<file path="src/rtl/led_pkg.sv">
// Shared constants for the multiplexed seven-segment driver: active-low
// segment table ({a,b,c,d,e,f,g}, a = bit 6), the all-off code and slot states.
package led_pkg;

    localparam logic [6:0] SEG_OFF = 7'h7F;

    localparam logic [6:0] SEG_TABLE [16] = '{
        7'h01, 7'h4F, 7'h12, 7'h06,   // 0 1 2 3
        7'h4C, 7'h24, 7'h20, 7'h0F,   // 4 5 6 7
        7'h00, 7'h04, 7'h08, 7'h60,   // 8 9 A b
        7'h31, 7'h42, 7'h30, 7'h38    // C d E F
    };

    typedef enum logic [0:0] {
        ST_BLANK = 1'b0,
        ST_SHOW  = 1'b1
    } slot_state_e;

endpackage

</file>
<file path="src/rtl/hex_seg_decoder.sv">
// Combinational hex nibble to active-low seven-segment code.
module hex_seg_decoder
    import led_pkg::*;
(
    input  logic [3:0] nibble,
    output logic [6:0] seg
);

    // table lookup, one entry per hex value
    always_comb begin
        seg = SEG_TABLE[nibble];
    end

endmodule

</file>
<file path="src/rtl/multi_digit_led_driver.sv">
// Time-multiplexed NUM_DIGITS seven-segment driver with anti-ghost blanking
// and a double-buffered frame interface. Optional rotation: LED_SCROLL_EN.
module multi_digit_led_driver
    import led_pkg::*;
#(
    parameter int NUM_DIGITS    = 4,
    parameter int TICK_DIV      = 1024,
    parameter int ON_TICKS      = 4,
    parameter int BLANK_TICKS   = 1,
    parameter int SCROLL_FRAMES = 64
) (
    input  logic                    clk,
    input  logic                    reset,
    input  logic [4*NUM_DIGITS-1:0] frame_data,
    input  logic [NUM_DIGITS-1:0]   frame_dp,
    input  logic [NUM_DIGITS-1:0]   frame_blank,
    input  logic                    frame_valid,
`ifdef LED_SCROLL_EN
    input  logic                    scroll,
`endif
    output logic                    frame_ready,
    output logic [NUM_DIGITS-1:0]   an,
    output logic [6:0]              seg,
    output logic                    dp,
    output logic                    frame_done
);

    localparam int PRE_W    = $clog2(TICK_DIV);
    localparam int SLOT_MAX = (ON_TICKS > BLANK_TICKS) ? ON_TICKS : BLANK_TICKS;
    localparam int SLOT_W   = (SLOT_MAX < 2) ? 1 : $clog2(SLOT_MAX);
    localparam int IDX_W    = $clog2(NUM_DIGITS);

    localparam logic [PRE_W-1:0]  PRE_LAST   = PRE_W'(TICK_DIV - 1);
    localparam logic [SLOT_W-1:0] ON_LAST    = SLOT_W'(ON_TICKS - 1);
    localparam logic [SLOT_W-1:0] BLANK_LAST = SLOT_W'((BLANK_TICKS > 0) ? BLANK_TICKS - 1 : 0);
    localparam logic [IDX_W-1:0]  IDX_LAST   = IDX_W'(NUM_DIGITS - 1);
    localparam logic [IDX_W:0]    NUM_EXT    = (IDX_W+1)'(NUM_DIGITS);
    localparam slot_state_e ST_RESET = (BLANK_TICKS == 0) ? ST_SHOW : ST_BLANK;
    localparam slot_state_e ST_AFTER = (BLANK_TICKS == 0) ? ST_SHOW : ST_BLANK;

    if (NUM_DIGITS < 2 || NUM_DIGITS > 8 || TICK_DIV < 2 || ON_TICKS < 1 ||
        BLANK_TICKS < 0 || SCROLL_FRAMES < 1) begin : g_bad_params
        $error("multi_digit_led_driver: parameter out of range");
    end

    logic [PRE_W-1:0]        pre_r;
    logic [SLOT_W-1:0]       slot_r;
    logic [IDX_W-1:0]        idx_r;
    slot_state_e             state_r;
    logic [4*NUM_DIGITS-1:0] act_data_r, pend_data_r;
    logic [NUM_DIGITS-1:0]   act_dp_r, act_blank_r, pend_dp_r, pend_blank_r;
    logic                    pend_r, frame_ready_r, frame_done_r, dp_r;
    logic [NUM_DIGITS-1:0]   an_r;
    logic [6:0]              seg_r;

    logic                    tick_s, show_end_s, boundary_s, capture_s, lit_s, dp_s;
    logic [IDX_W-1:0]        offset_s, sel_s;
    logic [IDX_W:0]          sum_s, wrap_s;
    logic [3:0]              nibble_s;
    logic [6:0]              dec_seg_s, seg_s;
    logic [NUM_DIGITS-1:0]   an_s;

    // slot timing, handshake strobes and the digit actually being shown
    always_comb begin
        tick_s     = (pre_r == PRE_LAST);
        show_end_s = tick_s && (state_r == ST_SHOW) && (slot_r == ON_LAST);
        boundary_s = show_end_s && (idx_r == IDX_LAST);
        capture_s  = frame_valid && frame_ready_r;
        sum_s      = {1'b0, idx_r} + {1'b0, offset_s};
        wrap_s     = sum_s - NUM_EXT;
        sel_s      = (sum_s >= NUM_EXT) ? wrap_s[IDX_W-1:0] : sum_s[IDX_W-1:0];
        nibble_s   = act_data_r[{sel_s, 2'b00} +: 4];
        lit_s      = (state_r == ST_SHOW) && !act_blank_r[sel_s];
        seg_s      = lit_s ? dec_seg_s : SEG_OFF;
        dp_s       = lit_s ? ~act_dp_r[sel_s] : 1'b1;
        an_s       = (state_r == ST_SHOW) ? ~({{(NUM_DIGITS-1){1'b0}}, 1'b1} << idx_r)
                                          : {NUM_DIGITS{1'b1}};
    end

    hex_seg_decoder u_dec (
        .nibble (nibble_s),
        .seg    (dec_seg_s)
    );

`ifdef LED_SCROLL_EN
    localparam int SCR_W = (SCROLL_FRAMES < 2) ? 1 : $clog2(SCROLL_FRAMES);
    localparam logic [SCR_W-1:0] SCR_LAST = SCR_W'(SCROLL_FRAMES - 1);

    logic [SCR_W-1:0] scr_cnt_r;
    logic [IDX_W-1:0] offset_r;

    // rotation offset steps once every SCROLL_FRAMES boundaries while scrolling
    always_ff @(posedge clk) begin
        if (!reset) begin
            scr_cnt_r <= '0;
            offset_r  <= '0;
        end else if (boundary_s && scroll) begin
            if (scr_cnt_r == SCR_LAST) begin
                scr_cnt_r <= '0;
                offset_r  <= (offset_r == IDX_LAST) ? '0 : offset_r + 1'b1;
            end else begin
                scr_cnt_r <= scr_cnt_r + 1'b1;
            end
        end
    end

    assign offset_s = offset_r;
`else
    assign offset_s = '0;
`endif

    // prescaler and blank/show slot sequencer
    always_ff @(posedge clk) begin
        if (!reset) begin
            pre_r   <= '0;
            slot_r  <= '0;
            idx_r   <= '0;
            state_r <= ST_RESET;
        end else begin
            pre_r <= tick_s ? '0 : pre_r + 1'b1;
            if (tick_s) begin
                case (state_r)
                    ST_BLANK: begin
                        if (slot_r == BLANK_LAST) begin
                            slot_r  <= '0;
                            state_r <= ST_SHOW;
                        end else begin
                            slot_r <= slot_r + 1'b1;
                        end
                    end
                    ST_SHOW: begin
                        if (slot_r == ON_LAST) begin
                            slot_r  <= '0;
                            idx_r   <= (idx_r == IDX_LAST) ? '0 : idx_r + 1'b1;
                            state_r <= ST_AFTER;
                        end else begin
                            slot_r <= slot_r + 1'b1;
                        end
                    end
                    default: begin
                        slot_r  <= '0;
                        state_r <= ST_RESET;
                    end
                endcase
            end
        end
    end

    // double buffer: capture into pending, promote to active only at a frame boundary
    always_ff @(posedge clk) begin
        if (!reset) begin
            act_data_r    <= '0;
            act_dp_r      <= '0;
            act_blank_r   <= '1;
            pend_data_r   <= '0;
            pend_dp_r     <= '0;
            pend_blank_r  <= '1;
            pend_r        <= 1'b0;
            frame_ready_r <= 1'b1;
        end else if (boundary_s && pend_r) begin
            act_data_r    <= pend_data_r;
            act_dp_r      <= pend_dp_r;
            act_blank_r   <= pend_blank_r;
            pend_r        <= 1'b0;
            frame_ready_r <= 1'b1;
        end else if (capture_s) begin
            pend_data_r   <= frame_data;
            pend_dp_r     <= frame_dp;
            pend_blank_r  <= frame_blank;
            pend_r        <= 1'b1;
            frame_ready_r <= 1'b0;
        end
    end

    // pin registers, one cycle behind the sequencer
    always_ff @(posedge clk) begin
        if (!reset) begin
            an_r         <= '1;
            seg_r        <= SEG_OFF;
            dp_r         <= 1'b1;
            frame_done_r <= 1'b0;
        end else begin
            an_r         <= an_s;
            seg_r        <= seg_s;
            dp_r         <= dp_s;
            frame_done_r <= boundary_s;
        end
    end

    assign frame_ready = frame_ready_r;
    assign an          = an_r;
    assign seg         = seg_r;
    assign dp          = dp_r;
    assign frame_done  = frame_done_r;

endmodule

</file>
<file path="config.mk">
export PLATFORM = sky130hd
export DESIGN_NAME = multi_digit_led_driver
export DESIGN_NICKNAME = d
export VERILOG_FILES = /design/src/rtl/led_pkg.sv /design/src/rtl/hex_seg_decoder.sv /design/src/rtl/multi_digit_led_driver.sv
export SDC_FILE = /design/constraint.sdc
export NUM_CORES = 1
export LEC_CHECK = 0
export ABC_AREA = 1
export CAP_MARGIN = 20
export CORE_MARGIN = 1.5
export CORE_UTILIZATION = 45
export CTS_CLUSTER_SIZE = 10
export DETAILED_ROUTE_END_ITERATION = 8
export PLACE_DENSITY = 0.62
export SETUP_SLACK_MARGIN = 0.3
export SYNTH_ARGS = -nofsm -noshare
export SYNTH_HDL_FRONTEND = slang
export SYNTH_SLANG_ARGS = --single-unit
</file>
<file path="constraint.sdc">
create_clock -name clk -period 2.5 [get_ports clk]
set_clock_uncertainty 0.2 [all_clocks]
set_input_delay 0.5 -clock clk [delete_from_list [all_inputs] [get_ports clk]]
set_output_delay 0.5 -clock clk [all_outputs]
set_load 0.01 [all_outputs]
</file>
* Word-level counts from Yosys, hierarchy flattened
Memory sizes are Yosys's and may differ from the RTL's. A register that Yosys moved wholly into a read port is not among the register bits. Cells that the tools add are included.
Operators by class: $add $sub $neg 4, order comparisons 2, equal/unequal tests 3, shift-type cells 2, mux-type cells 12, bitwise logic cells 6, reduce and logical (&&, ||, !) cells 15
Operators by type and width (count):
- 16-bit by 5-bit variable part select with 4-bit output | 1
- 10-bit by 1-bit adder with 10-bit output, second input constant | 1
- 10-bit equality test, second input constant | 1
- 2-bit 2-to-1 mux | 4
- 1-bit logical AND | 6
- 2-bit AND reduction | 3
- 4-bit NOT with 5-bit output | 1
- 2-bit by 1-bit adder with 2-bit output, second input constant | 2
- 1-bit binary-select mux with 2-bit select | 2
- 2-bit equality test, second input constant | 2
- 1-bit 2-to-1 mux | 4
- 1-bit NOT | 4
- 4-bit NOT | 1
- 2-bit one-hot mux with 2 select lines | 1
- 2-bit OR reduction | 2
- 1-bit by 2-bit << shifter with 4-bit output, first input constant | 1
- 2-bit by 3-bit greater-or-equal comparator with 1-bit output, second input constant | 1
- 2-bit by 3-bit less-than comparator with 1-bit output, second input constant | 1
- 3-bit AND reduction | 1
- 1-bit zero test | 2
- 2-bit zero test | 1
- 1-bit one-hot mux with 2 select lines | 1
- 2-bit by 1-bit subtractor with 2-bit output, second input constant | 1
Word-level totals: register bits 71, memory bits (read-only) 112, input port bits 27, output and inout bits 14, logic and storage cells 60, memories 1
Memory list:
- (no name shown) | depth 16, width 7, rd ports 1, clocked after memory_dff 1, wr ports 0, RTL line hex_seg_decoder.sv:11 | seg = SEG_TABLE[nibble];

* Logic depth before layout (Yosys ltp)
Gate-level depths: netlist (run 1).
depth after elaboration 8, mapped depth 12, depth with buffers taken out 10

* By module
A second synthesis (run 1) with hierarchy kept.
Second synthesis, totals: cells, all modules 507, area total of the unflattened synthesis 3560.9 sq um
Modules (own cells, without submodules):
- multi_digit_led_driver | times used 1, cells each 458, area an instance 3286.9 sq um, seq. area each 1561.5 sq um
- hex_seg_decoder | times used 1, cells each 49, area an instance 274.0 sq um, seq. area each 0.0 sq um

* Worst setup path after synthesis (run 1)
Ideal clock, no wire load.
path kind register to register, start point reg idx_r[0], end point reg seg_r[3], in the netlist seg[3], library setup time 137 ps, arrival 1573 ps, data required time 2163 ps, slack 590 ps, stages on the path, launching flop included 13, path buffers 2, clock period less this slack 1910 ps, path through dfxtp_1 > buf_2 > inv_1 > buf_2 > nand2_1 > nand3_1 > nand2_1 > inv_1 > ha_1 > nand2_1 > o21ai_0 > nand2_1 > nand3_1
On the way: word-level cells in the longest chain between the ends 8, elaborated cells between the ends (all ways) 11, classes of those cells add/sub: 1; order compare: 1; shift: 1; mux: 3; bitwise: 1; reduce/logical: 4
Ends and longest elaborated chain:
- start: declaration | RTL line multi_digit_led_driver.sv:48 | logic [IDX_W-1:0] idx_r;
- start signal: assignment | RTL line multi_digit_led_driver.sv:134 | idx_r <= (idx_r == IDX_LAST) ? '0 : idx_r + 1'b1;
- 2-bit by 3-bit greater-or-equal comparator with 1-bit output / 2-bit by 1-bit subtractor with 2-bit output (equally long branches) | RTL line multi_digit_led_driver.sv:71, multi_digit_led_driver.sv:70
- 2-bit 2-to-1 mux (*) | RTL line multi_digit_led_driver.sv:71 | sel_s = (sum_s >= NUM_EXT) ? wrap_s[IDX_W-1:0] : sum_s[IDX_W-1:0];
- 1-bit binary-select mux with 2-bit select | RTL line multi_digit_led_driver.sv:73 | lit_s = (state_r == ST_SHOW) && !act_blank_r[sel_s];
- 1-bit 2-to-1 mux (not written as such) | RTL line multi_digit_led_driver.sv:73
- 1-bit zero test | RTL line multi_digit_led_driver.sv:73
- 1-bit logical AND | RTL line multi_digit_led_driver.sv:73
- 2-bit AND reduction (no line)
- 1-bit zero test (no line)
- end: declaration | RTL line multi_digit_led_driver.sv:54 | logic [6:0] seg_r;
Every way passes the cells marked *; elsewhere a longest branch is shown, timed or not. The select of a mux whose other input is x is not followed. A chain may end at the register's enable or synchronous reset.

* Worst setup path in the final report (run 1)
start point reg pre_r[0], end point reg pend_data_r[13]
On the way: word-level cells in the longest chain between the ends 7
Ends and longest elaborated chain:
- start: declaration | RTL line multi_digit_led_driver.sv:46 | logic [PRE_W-1:0] pre_r;
- start signal: assignment | RTL line multi_digit_led_driver.sv:120 | pre_r <= tick_s ? '0 : pre_r + 1'b1;
- 10-bit equality test | RTL line multi_digit_led_driver.sv:65 | tick_s = (pre_r == PRE_LAST);
- 1-bit logical AND (2 in a row) | RTL line multi_digit_led_driver.sv:66 | show_end_s = tick_s && (state_r == ST_SHOW) && (slot_r == ON_LAST);
- 1-bit logical AND | RTL line multi_digit_led_driver.sv:67 | boundary_s = show_end_s && (idx_r == IDX_LAST);
- 1-bit logical AND | RTL line multi_digit_led_driver.sv:160 | end else if (boundary_s && pend_r) begin
- 1-bit NOT (no line)
- 2-bit AND reduction (no line)
- end signal: assignment | RTL line multi_digit_led_driver.sv:167 | pend_data_r <= frame_data;
- end: declaration | RTL line multi_digit_led_driver.sv:50 | logic [4*NUM_DIGITS-1:0] act_data_r, pend_data_r;
Every way passes these cells.

==> results of run 1 <==
power groups by stage:
stage	clock (mW)	sequential (mW)	combinational (mW)
floorplan	0	1.33	0.0972
global placement	0	1.33	0.158
detailed placement	0	1.33	0.163
CTS	0.974	1.30	0.163
global route	1.03	1.31	0.183
finish	0.939	1.30	0.160
kinds of logic (layout without fill, tap and decap cells):
logic type	after synthesis	in the layout	synth area share
AND/OR/NAND/NOR	265	265	0.3244
buffers and inverters	89	125	0.09854
flip-flops	78	78	0.4440
XOR/XNOR	1	1	0.002491
AO/OA/AOI/OAI	51	51	0.08075
adder cells (fa/ha/maj)	14	14	0.04980
Yosys cell counts (2+ instances only):
cell and n:
nor3_1 3, o21ai_0 9, a211oi_1 2, buf_2 10
nand4_1 6, ha_1 14, nand2_1 120, nand3_1 49
nor2_2 2, a21oi_1 30, buf_1 4, o21ai_1 2
inv_1 63, nor3b_1 4, nor2_1 77, clkbuf_1 11
o211ai_1 3, dfxtp_1 78, nand3_4 2
flip-flops by register name, summed over array words and instances, names as in the netlist, 4 cells and up:
name	count
pre_r	10
pend_dp_r	4
act_data_r	16
seg	7
pend_data_r	16
an	4
pend_blank_r	4
act_dp_r	4
act_blank_r	4
area by class of cell:
type | count | area [sq um]
multi-input combinational | 331 | 1614
inverter | 64 | 240.2
tap | 102 | 127.6
fill | 758 | 3447
sequential | 78 | 1562
clock buffer | 10 | 137.6
clock inverter | 6 | 61.31
timing repair buffer | 45 | 457.9
path summary, 6_finish.rpt:
kind                     end  cells past startpoint
max          pend_data_r[13]                      9
min                slot_r[1]                      3
min reg2reg         pre_r[0]                      1
max reg2reg  pend_data_r[13]                      9
repair_timing:
action	4_1_cts	5_1_grt
setup buffers	0	0
endpoints found under the hold margin	0	0
endpoints found under the setup margin	0	1
gates resized for setup	0	1
through the flow:
| step | setup WS (ps) | util |
|---|---|---|
| final | 511.9 | 0.5492 |
| after global routing | 346.5 | 0.5492 |
| after CTS | 453.0 | 0.5486 |
| after detailed placement | 475.5 | 0.5226 |
| after global placement | 532.4 | 0.5226 |
| after floorplan | 590.1 | - |
critical path, stage by stage (launching register included):
cell and delay (ps):
dfxtp_1 360, ha_1 170, nand2_1 100, nor2_4 150
nand3_4 140, nor2_8 170, nand3_4 90, buf_12 220
a21oi_1 170, nor2_1 60
routing by layer:
metal  GRT usage  vias up  part of all wire
met3     0.02764        8             0.028
met1      0.2150     1286              0.51
met5           0        -                 0
met2      0.2805       46              0.45
met4     0.08203        0             0.015
li1            -     1616                 -
==> metrics, run 1 <==
Mapped Cells 498; Worst R2R Setup Slack 510 ps; top-area cell type share of the netlist area 0.4440; Layout Area Growth over Synthesis 19.42%; fmax 0.5030 GHz; Comb power frac 0.067; count of pins over their slew limit 0; placed cell areas 3996 sq um; endpoints failing hold 0; Mapped Area 3517 sq um; H-tree levels 3; Synth cell types 28; Crit. End Element flip-flop; pin count of the biggest net entering global routing 92; CP Launch Point pre_r[0]; Synthesized Nets 539; GPL Wtd Cong 0.8166; critical path class reg -> reg; CTS sink count 78; sequential area share after synthesis 0.4440; FF+latch count, synth 78; area of the die 8355 sq um; DR pass1 iterations 4; share of cells above drive strength 1 0.05243; nets@finish 570; Die W 91.41 um; WP data required 2540 ps; Worst Hold Class in -> reg; EDFF count, synth 0; DRT antenna net count 0; Hold WS 240.2 ps; CTS tree yes; DR vias/cell 4.648; root buffer cell clkbuf_8; number of max-cap violations 0; DRC violations left 0; Internal Pwr Total 1.848 mW; Hold Crit Start reset; Num CTS Buffers 9; Hold-fix buffers, CTS 0; Tcrit/Tclk final 0.7952; input/output buffers 40; Worst-Margin Slew 551.3 ps; post-DR wirelength/cell 10.50 um; grt ovf 0; ys async rst share 0; initial antenna violation count 0; GR Util All Layers 0.1700; total core area 7647 sq um; PwrDens 572.0 nW/um^2; Sw Share 0.2307; RSZ-0062 raised after global routing false; Max IR drop VDD 0.2623 mV; Row Count 32; clk_lat worst skew 350 ps; DP Cell Count 620; largest buffer count on any clock path 2; Tmin final 1988 ps; Seq pwr share 0.542; first-pass GRT wire length 11,560 um; largest area contributor in the netlist dfxtp_1; Crit Reg-Reg Startpoint pre_r[0]; via count 2,956; Ant. Diodes 0; headroom to the max-slew limit 0.6325; prevailing post-synth register cell dfxtp_1; commonest cells after routing, fill and taps aside nand2_1, dfxtp_1, nor2_1; die height 91.41 um; LEAKAGE 2.018 nW; Post-Route WL 6676 um; clock share of power 0.391; DR iter-0 viols 93; Top Ports 41; Post-Route Setup TNS 0 ps; outcome complete, no violations; initial core utilization 0.4599; Worst-path clk slew 80 ps; commonest non-fill, non-tap cell in the layout nand2_1; crit-path max FO 91; vias in the first global route 2,676; CP startpoint kind flip-flop; design area 4200 sq um; Final Non-Filler Cells 636; WP data arrival 2030 ps; final setup fails 0; top post-synthesis cells by area dfxtp_1, nand2_1, nor2_1, nand3_1, inv_1; Psw 554.3 uW; Design Power 2.403 mW; Warnings, synthesis 0; Mean Syn Cell Area 7.062 sq um; detailed placement HPWL 4355 um
No activity file was read; power rests on OpenSTA's default activity.
==> run 2, diff against run 1 <==
- PLACE_DENSITY: 0.62 -> 0.65
- clock period: 2.5 -> 1.7 ns (I/O delays scaled with it)
==> run 2 against run 1 <==
Effect of this change: the run now ends with negative setup slack left; worst setup slack worse by 570 ps; fmax is 13% higher; wire length is 8.9% higher; clock power is 57% higher; final area is 15% higher; critical path depth stayed put; critical endpoint is now pend_data_r[5]; largest cell class unchanged; highest routed layer unchanged.
==> metrics, run 2 (synthesis results as in run 1) <==
headroom to the max-slew limit 0.8116 (+0.1791); vias in the first global route 2,874 (+7.4%); CP startpoint kind flip-flop; Die W 91.41 um (unchanged); input/output buffers 40 (unchanged); die height 91.41 um (unchanged); Comb power frac 0.074 (+0.007); DR iter-0 viols 119 (+28%); Tmin final 1758 ps (-230.1 ps); design area 4816 sq um (+15%); Worst-path clk slew 80 ps (about the same); nets@finish 606 (+6.3%); Worst R2R Setup Slack -60 ps (-570 ps); failing checks negative setup slack; via count 3,132 (+6.0%); Ant. Diodes 0 (unchanged); Internal Pwr Total 2.803 mW (+52%); Num CTS Buffers 9 (unchanged); Hold WS 194.3 ps (-45.87 ps); critical path's most frequent cell nand3_4; DR pass1 iterations 4 (unchanged); Reg area 1572 sq um (+0.64%); Sw Share 0.2353 (+0.004613); Tcrit/Tclk final 1.034 (+0.2389); multi-input logic area 1928 sq um (+19%); crit-path max FO 68 (-25%); RSZ-0062 raised after global routing true; final setup fails 33 (+33); first-pass GRT wire length 12,480 um (+7.9%); crit-path cells ha_4 > nand2_4 > nor2_4 > nand3_4 > nor2_8 > nand3_4 > buf_12 > a21oi_1 > nor2_1; Worst Hold Class in -> reg; commonest non-fill, non-tap cell in the layout nand2_1; largest buffer count on any clock path 2 (unchanged); Slowest-stage cell, CP dfxtp_2; grt ovf 0 (unchanged); DRT antenna net count 0 (unchanged); Psw 862.6 uW (+56%); clk_lat worst skew 340 ps (about the same); post-DR wirelength/cell 10.82 um (+3.1%); initial antenna violation count 0 (unchanged); LEAKAGE 2.259 nW (+12%); detailed placement HPWL 4789 um (+10%); GPL Wtd Cong 0.8070 (-1.2%); Final WS setup -57.92 ps (-569.9 ps); Layout Area Growth over Synthesis 36.93%; commonest cells after routing, fill and taps aside nand2_1, nor2_1, dfxtp_1; root buffer cell clkbuf_8; Row Count 32 (unchanged); WP data arrival 1800 ps (-230 ps); Worst path max stage delay 360 ps (about the same); PwrDens 761.2 nW/um^2 (+33%); WP data required 1740 ps (-800 ps); initial core utilization 0.4599 (unchanged); Seq pwr share 0.525 (-0.017); biggest regs act_data_r: 16 flops, pend_data_r: 16 flops, pre_r: 10 flops; Crit. End Element flip-flop; H-tree levels 3 (unchanged); share of cells above drive strength 1 0.2649 (+0.2125); GR Util All Layers 0.1827 (+0.01269); Top Ports 41 (unchanged); fmax 0.5689 GHz (+13%); DR vias/cell 4.661 (+0.28%); total core area 7647 sq um (unchanged); DRC violations left 0 (unchanged); number of max-cap violations 0 (unchanged); fillers 699 (-7.8%); CTS sink count 78 (unchanged); area of the die 8355 sq um (unchanged); endpoints failing hold 0 (unchanged); count of pins over their slew limit 0 (unchanged); clock share of power 0.401 (+0.010); Post-Route WL 7270 um (+8.9%); placed cell areas 4425 sq um (+11%); CTS tree yes; outcome finished with violations; Max IR drop VDD 0.3965 mV (+51%); pin count of the biggest net entering global routing 69 (-25%); Worst-Margin Slew 280.2 ps (-271.1 ps); critical path class reg -> reg
## run 2: changes by cell type in the layout (fill, tap and decap cells not counted), moves of 12 or more
cell,delta
nand2_2,+12
buf_2,+13
a21oi_1,-12
clkdlybuf4s50_1,-14
nand2_1,-18
buf_4,+27
## run 2: layer usage
layer	up-vias	wire length (um)	GRT usage
met5	-	0	0
met4	0	97	0.07161
met3	8	219	0.03350
met2	47	3504	0.3016
met1	1387	3448	0.2352
li1	1690	-	-
## run 2: final cells by class
| cell class | count | area share |
|---|---|---|
| Clock buffer | 11 | 0.03144 |
| Multi-Input combinational cell | 331 | 0.4004 |
| Clock inverter | 5 | 0.01325 |
| Sequential cell | 78 | 0.3263 |
| Timing Repair Buffer | 81 | 0.1486 |
| Inverter | 64 | 0.05352 |
| Tap cell | 102 | 0.02650 |
## run 2: power groups by stage
stage               registers, mW  clock network, mW  logic [mW]
floorplan                    1.96                  0       0.155
global placement             1.97                  0       0.261
detailed placement           1.97                  0       0.269
CTS                          1.92               1.51       0.269
global route                 1.93               1.61       0.305
finish                       1.92               1.47       0.270
## run 2: worst max-delay path, delay by kind of cell, from the launching register on
family | cells | cell delay (ps)
AND/OR/NAND/NOR | 6 | 550
flip-flops | 1 | 360
buffers and inverters | 1 | 210
AO/OA/AOI/OAI | 1 | 160
adder cells (fa/ha/maj) | 1 | 150
## run 2: final timing paths
path / startpoint / end / cells past startpoint
worst max-delay path: pre_r[0] / pend_data_r[5] / 9
worst max register to register: pre_r[0] / pend_data_r[5] / 9
worst min-delay path: reset / pre_r[9] / 4
worst min register to register: act_blank_r[2] / act_blank_r[2] / 2
## run 2: per-stage QoR
| step | setup WS (ps) | instances | utilization | power, mW | setup TNS (ps) |
|---|---|---|---|---|---|
| after global placement | -17.57 | 645 | 0.5787 | 2.227 | -37.67 |
| final | -57.92 | 672 | 0.6297 | 3.666 | -957.2 |
| after CTS | -61.58 | 665 | 0.6127 | 3.703 | -994.8 |
| after detailed placement | -43.55 | 645 | 0.5787 | 2.236 | -561.0 |
| after global routing | -175.5 | 672 | 0.6297 | 3.842 | -6490 |
| after floorplan | -12.34 | 498 | - | 2.114 | -132.3 |
## run 2: what timing repair did
item | CTS | global route
setup endpoints to repair | 87 | 75
buffers inserted | 4 | 7
cloned | 0 | 0
hold buffers | 0 | 0
pin swaps | 15 | 19
gates resized for setup | 84 | 24
==> run 3, diff against run 2 <==
- ABC_AREA: 1 -> not set
- CAP_MARGIN: 20 -> not set
==> run 3 against run 2 <==
Effect of this change: the flow still finishes with violations (negative setup slack); worst hold slack better by 66 ps; global-route usage is 3.5 points higher; die area decreased by 5.4%; utilization increased by 3.5 points; worst setup slack worse by 210 ps; non-clock buffer count rose by 22; wire length up 11%; largest power group unchanged.
==> metrics, run 3 <==
grt ovf 0 (unchanged); Worst-Margin Slew 313.8 ps (+33.63 ps); EDFF count, synth 0 (unchanged); clk_lat worst skew 350 ps (about the same); LEAKAGE 1.875 nW (-17%); pre-CTS setup slack -276.9 ps (-233.4 ps); top-area cell type share of the netlist area 0.4704 (+0.02644); Reg area 1572 sq um (unchanged); share of cells above drive strength 1 0.3144 (+0.04950); number of max-cap violations 0 (unchanged); GR Util All Layers 0.2178 (+0.03509); ys async rst share 0 (unchanged); biggest regs act_data_r: 16 flops, pend_data_r: 16 flops, pre_r: 10 flops; Final Non-Filler Cells 557 (-17%); DRC violations left 0 (unchanged); area of the die 7901 sq um (-5.4%); Post-synth top cells nand2_1, dfxtp_1, a21oi_1, mux2i_1, nor2_1; CP startpoint kind flip-flop; final core area utilization 0.6650 (+0.03529); commonest cells after routing, fill and taps aside nand2_1, dfxtp_1, buf_4; Mean Syn Cell Area 9.246 sq um (+31%); Post-Route WL 8085 um (+11%); count of pins over their slew limit 0 (unchanged); Hold-fix buffers, CTS 0 (unchanged); Mapped Area 3319 sq um (-5.6%); total core area 7176 sq um (-6.2%); initial antenna violation count 0 (unchanged); top-count cell post-synth nand2_1; M2 GR Usage 0.3740 (+0.07235); Hold WS 260.2 ps (+65.90 ps); outcome finished with violations; Post-Route Setup TNS -8036 ps (-7079 ps); WP data arrival 2050 ps (+250 ps); met3 usage 0.04851 (+0.01501); multi-input logic area 1803 sq um (-6.5%); die height 88.89 um (-2.8%); Layout Area Growth over Synthesis 43.76%; fillers 578 (-17%); GR Util met1 0.2662 (+0.03103); vias in the first global route 2,796 (-2.7%); crit-path cells mux4_2 > inv_4 > ha_4 > nor2_2 > a21oi_1 > a31oi_1; Final WS setup -268.9 ps (-211.0 ps); Synthesized Nets 400 (-26%); FF+latch count, synth 78 (unchanged); largest buffer count on any clock path 2 (unchanged); largest area contributor in the netlist dfxtp_1; Row Count 31 (-3.1%); first-pass GRT wire length 12,900 um (+3.4%); Tcrit/Tclk final 1.158 (+0.1241); prevailing post-synth register cell dfxtp_1; Design Power 3.714 mW (+1.3%); placed cell areas 4119 sq um (-6.9%); sum of buffers and inverters on the critical path 1 (unchanged); failing checks negative setup slack; top post-synthesis cells by area dfxtp_1, nand2_1, mux2i_1, ha_1, mux4_2; initial core utilization 0.4626 (+0.002683); sequential area share after synthesis 0.4704 (+0.02644); PwrDens 778.3 nW/um^2 (+2.3%); detailed placement HPWL 4927 um (+2.9%); nets@finish 494 (-18%); Ant. Diodes 0 (unchanged); headroom to the max-slew limit 0.7901 (-0.02150); Slowest-stage cell, CP mux4_2; CTS sink count 78 (unchanged); Worst-path clk slew 80 ps (about the same); CTS tree yes; DP Cell Count 517 (-20%); H-tree levels 3 (unchanged); RSZ-0062 raised after global routing true; DR pass1 iterations 4 (unchanged); Worst Hold Class reg -> reg; pin count of the biggest net entering global routing 29 (-58%); GR peak layer met2; via count 2,825 (-9.8%); Tmin final 1969 ps (+211.0 ps); design area 4772 sq um (-0.91%); critical path class reg -> reg; Mapped Cells 359 (-28%); DR iter-0 viols 99 (-17%); post-DR wirelength/cell 14.52 um (+34%); critical path's top delay family multiplexers; Warnings, synthesis 0 (unchanged); Max IR drop VDD 0.4314 mV (+8.8%); endpoints failing hold 0 (unchanged); Die W 88.89 um (-2.8%); DRT antenna net count 0 (unchanged); Worst path max stage delay 630 ps (+270 ps); GPL Wtd Cong 0.7772 (-3.7%); Num CTS Buffers 9 (unchanged); commonest non-fill, non-tap cell in the layout nand2_1; fmax 0.5079 GHz (-11%); DR vias/cell 5.072 (+8.8%); crit-path max FO 6 (-91%); input/output buffers 40 (unchanged); Top Ports 41 (unchanged); Synth cell types 40 (+43%); WP data required 1780 ps (+40 ps); final setup fails 57 (+73%); Crit. End Element flip-flop; root buffer cell clkbuf_8
[run 3: cell types whose count changed in the layout (fill, tap and decap cells not counted), sizes merged, moves of 5 or more]
cell / delta
mux4: +6
mux2i: +26
a31oi: +5
inv: -51
nand2: -27
nand3: -43
buf: +21
o21ai: -9
nor2: -62
[run 3: cells by family (layout without fill, tap and decap cells)]
kind of cell	count (synthesis)	in the layout	share of synthesized area
XOR/XNOR	7	7	0.01847
AND/OR/NAND/NOR	142	143	0.1922
buffers and inverters	36	134	0.05277
adder cells (fa/ha/maj)	14	14	0.05277
AO/OA/AOI/OAI	49	49	0.09084
flip-flops	78	78	0.4704
multiplexers	33	33	0.1225
[run 3: cell type report]
class                   instances  share of cell area
clock buffers                  12             0.03041
repair buffers                103              0.2090
multi-input cells             246              0.3778
inverters                      15             0.01285
clock inverters                 4             0.01468
flip-flops and latches         78              0.3293
well taps                      99             0.02596
[run 3: what timing repair did]
item | in CTS | in global routing
endpoints found under the setup margin | 87 | 76
cloned | 6 | 0
gates resized for setup | 89 | 27
pin swaps | 15 | 15
setup buffers | 14 | 4
[run 3: report_power, final]
part,internal (mW),leakage [nW],switching (mW)
logic,0.172,1.13,0.123
registers,1.87,0.637,0.0267
clock network,0.864,0.110,0.656
[run 3: routing by layer]
metal  wire [um]  vias up
met3         295       11
met5           0        -
met2        4131       52
li1            -     1414
met4         116        0
met1        3540     1348
[run 3: path summary, 6_finish.rpt]
path / endpoint / slack, ps / from / cells past startpoint
worst max-delay path: seg[3] / -270 / idx_r[0] / 6
worst max register to register: seg[3] / -270 / idx_r[0] / 6
worst min register to register: act_dp_r[2] / 260 / act_dp_r[2] / 2
worst min-delay path: act_dp_r[2] / 260 / act_dp_r[2] / 2
[run 3: worst reg2reg max path: cells and delay by family, from the launching register on]
| family | cells | cell delay, ps |
|---|---|---|
| DFF | 1 | 400 |
| muxes | 1 | 630 |
| adders and majority gates | 1 | 220 |
| buffers and inverters | 1 | 140 |
| and+or+nand+nor | 1 | 130 |
| AOI/OAI and AO/OA | 2 | 180 |
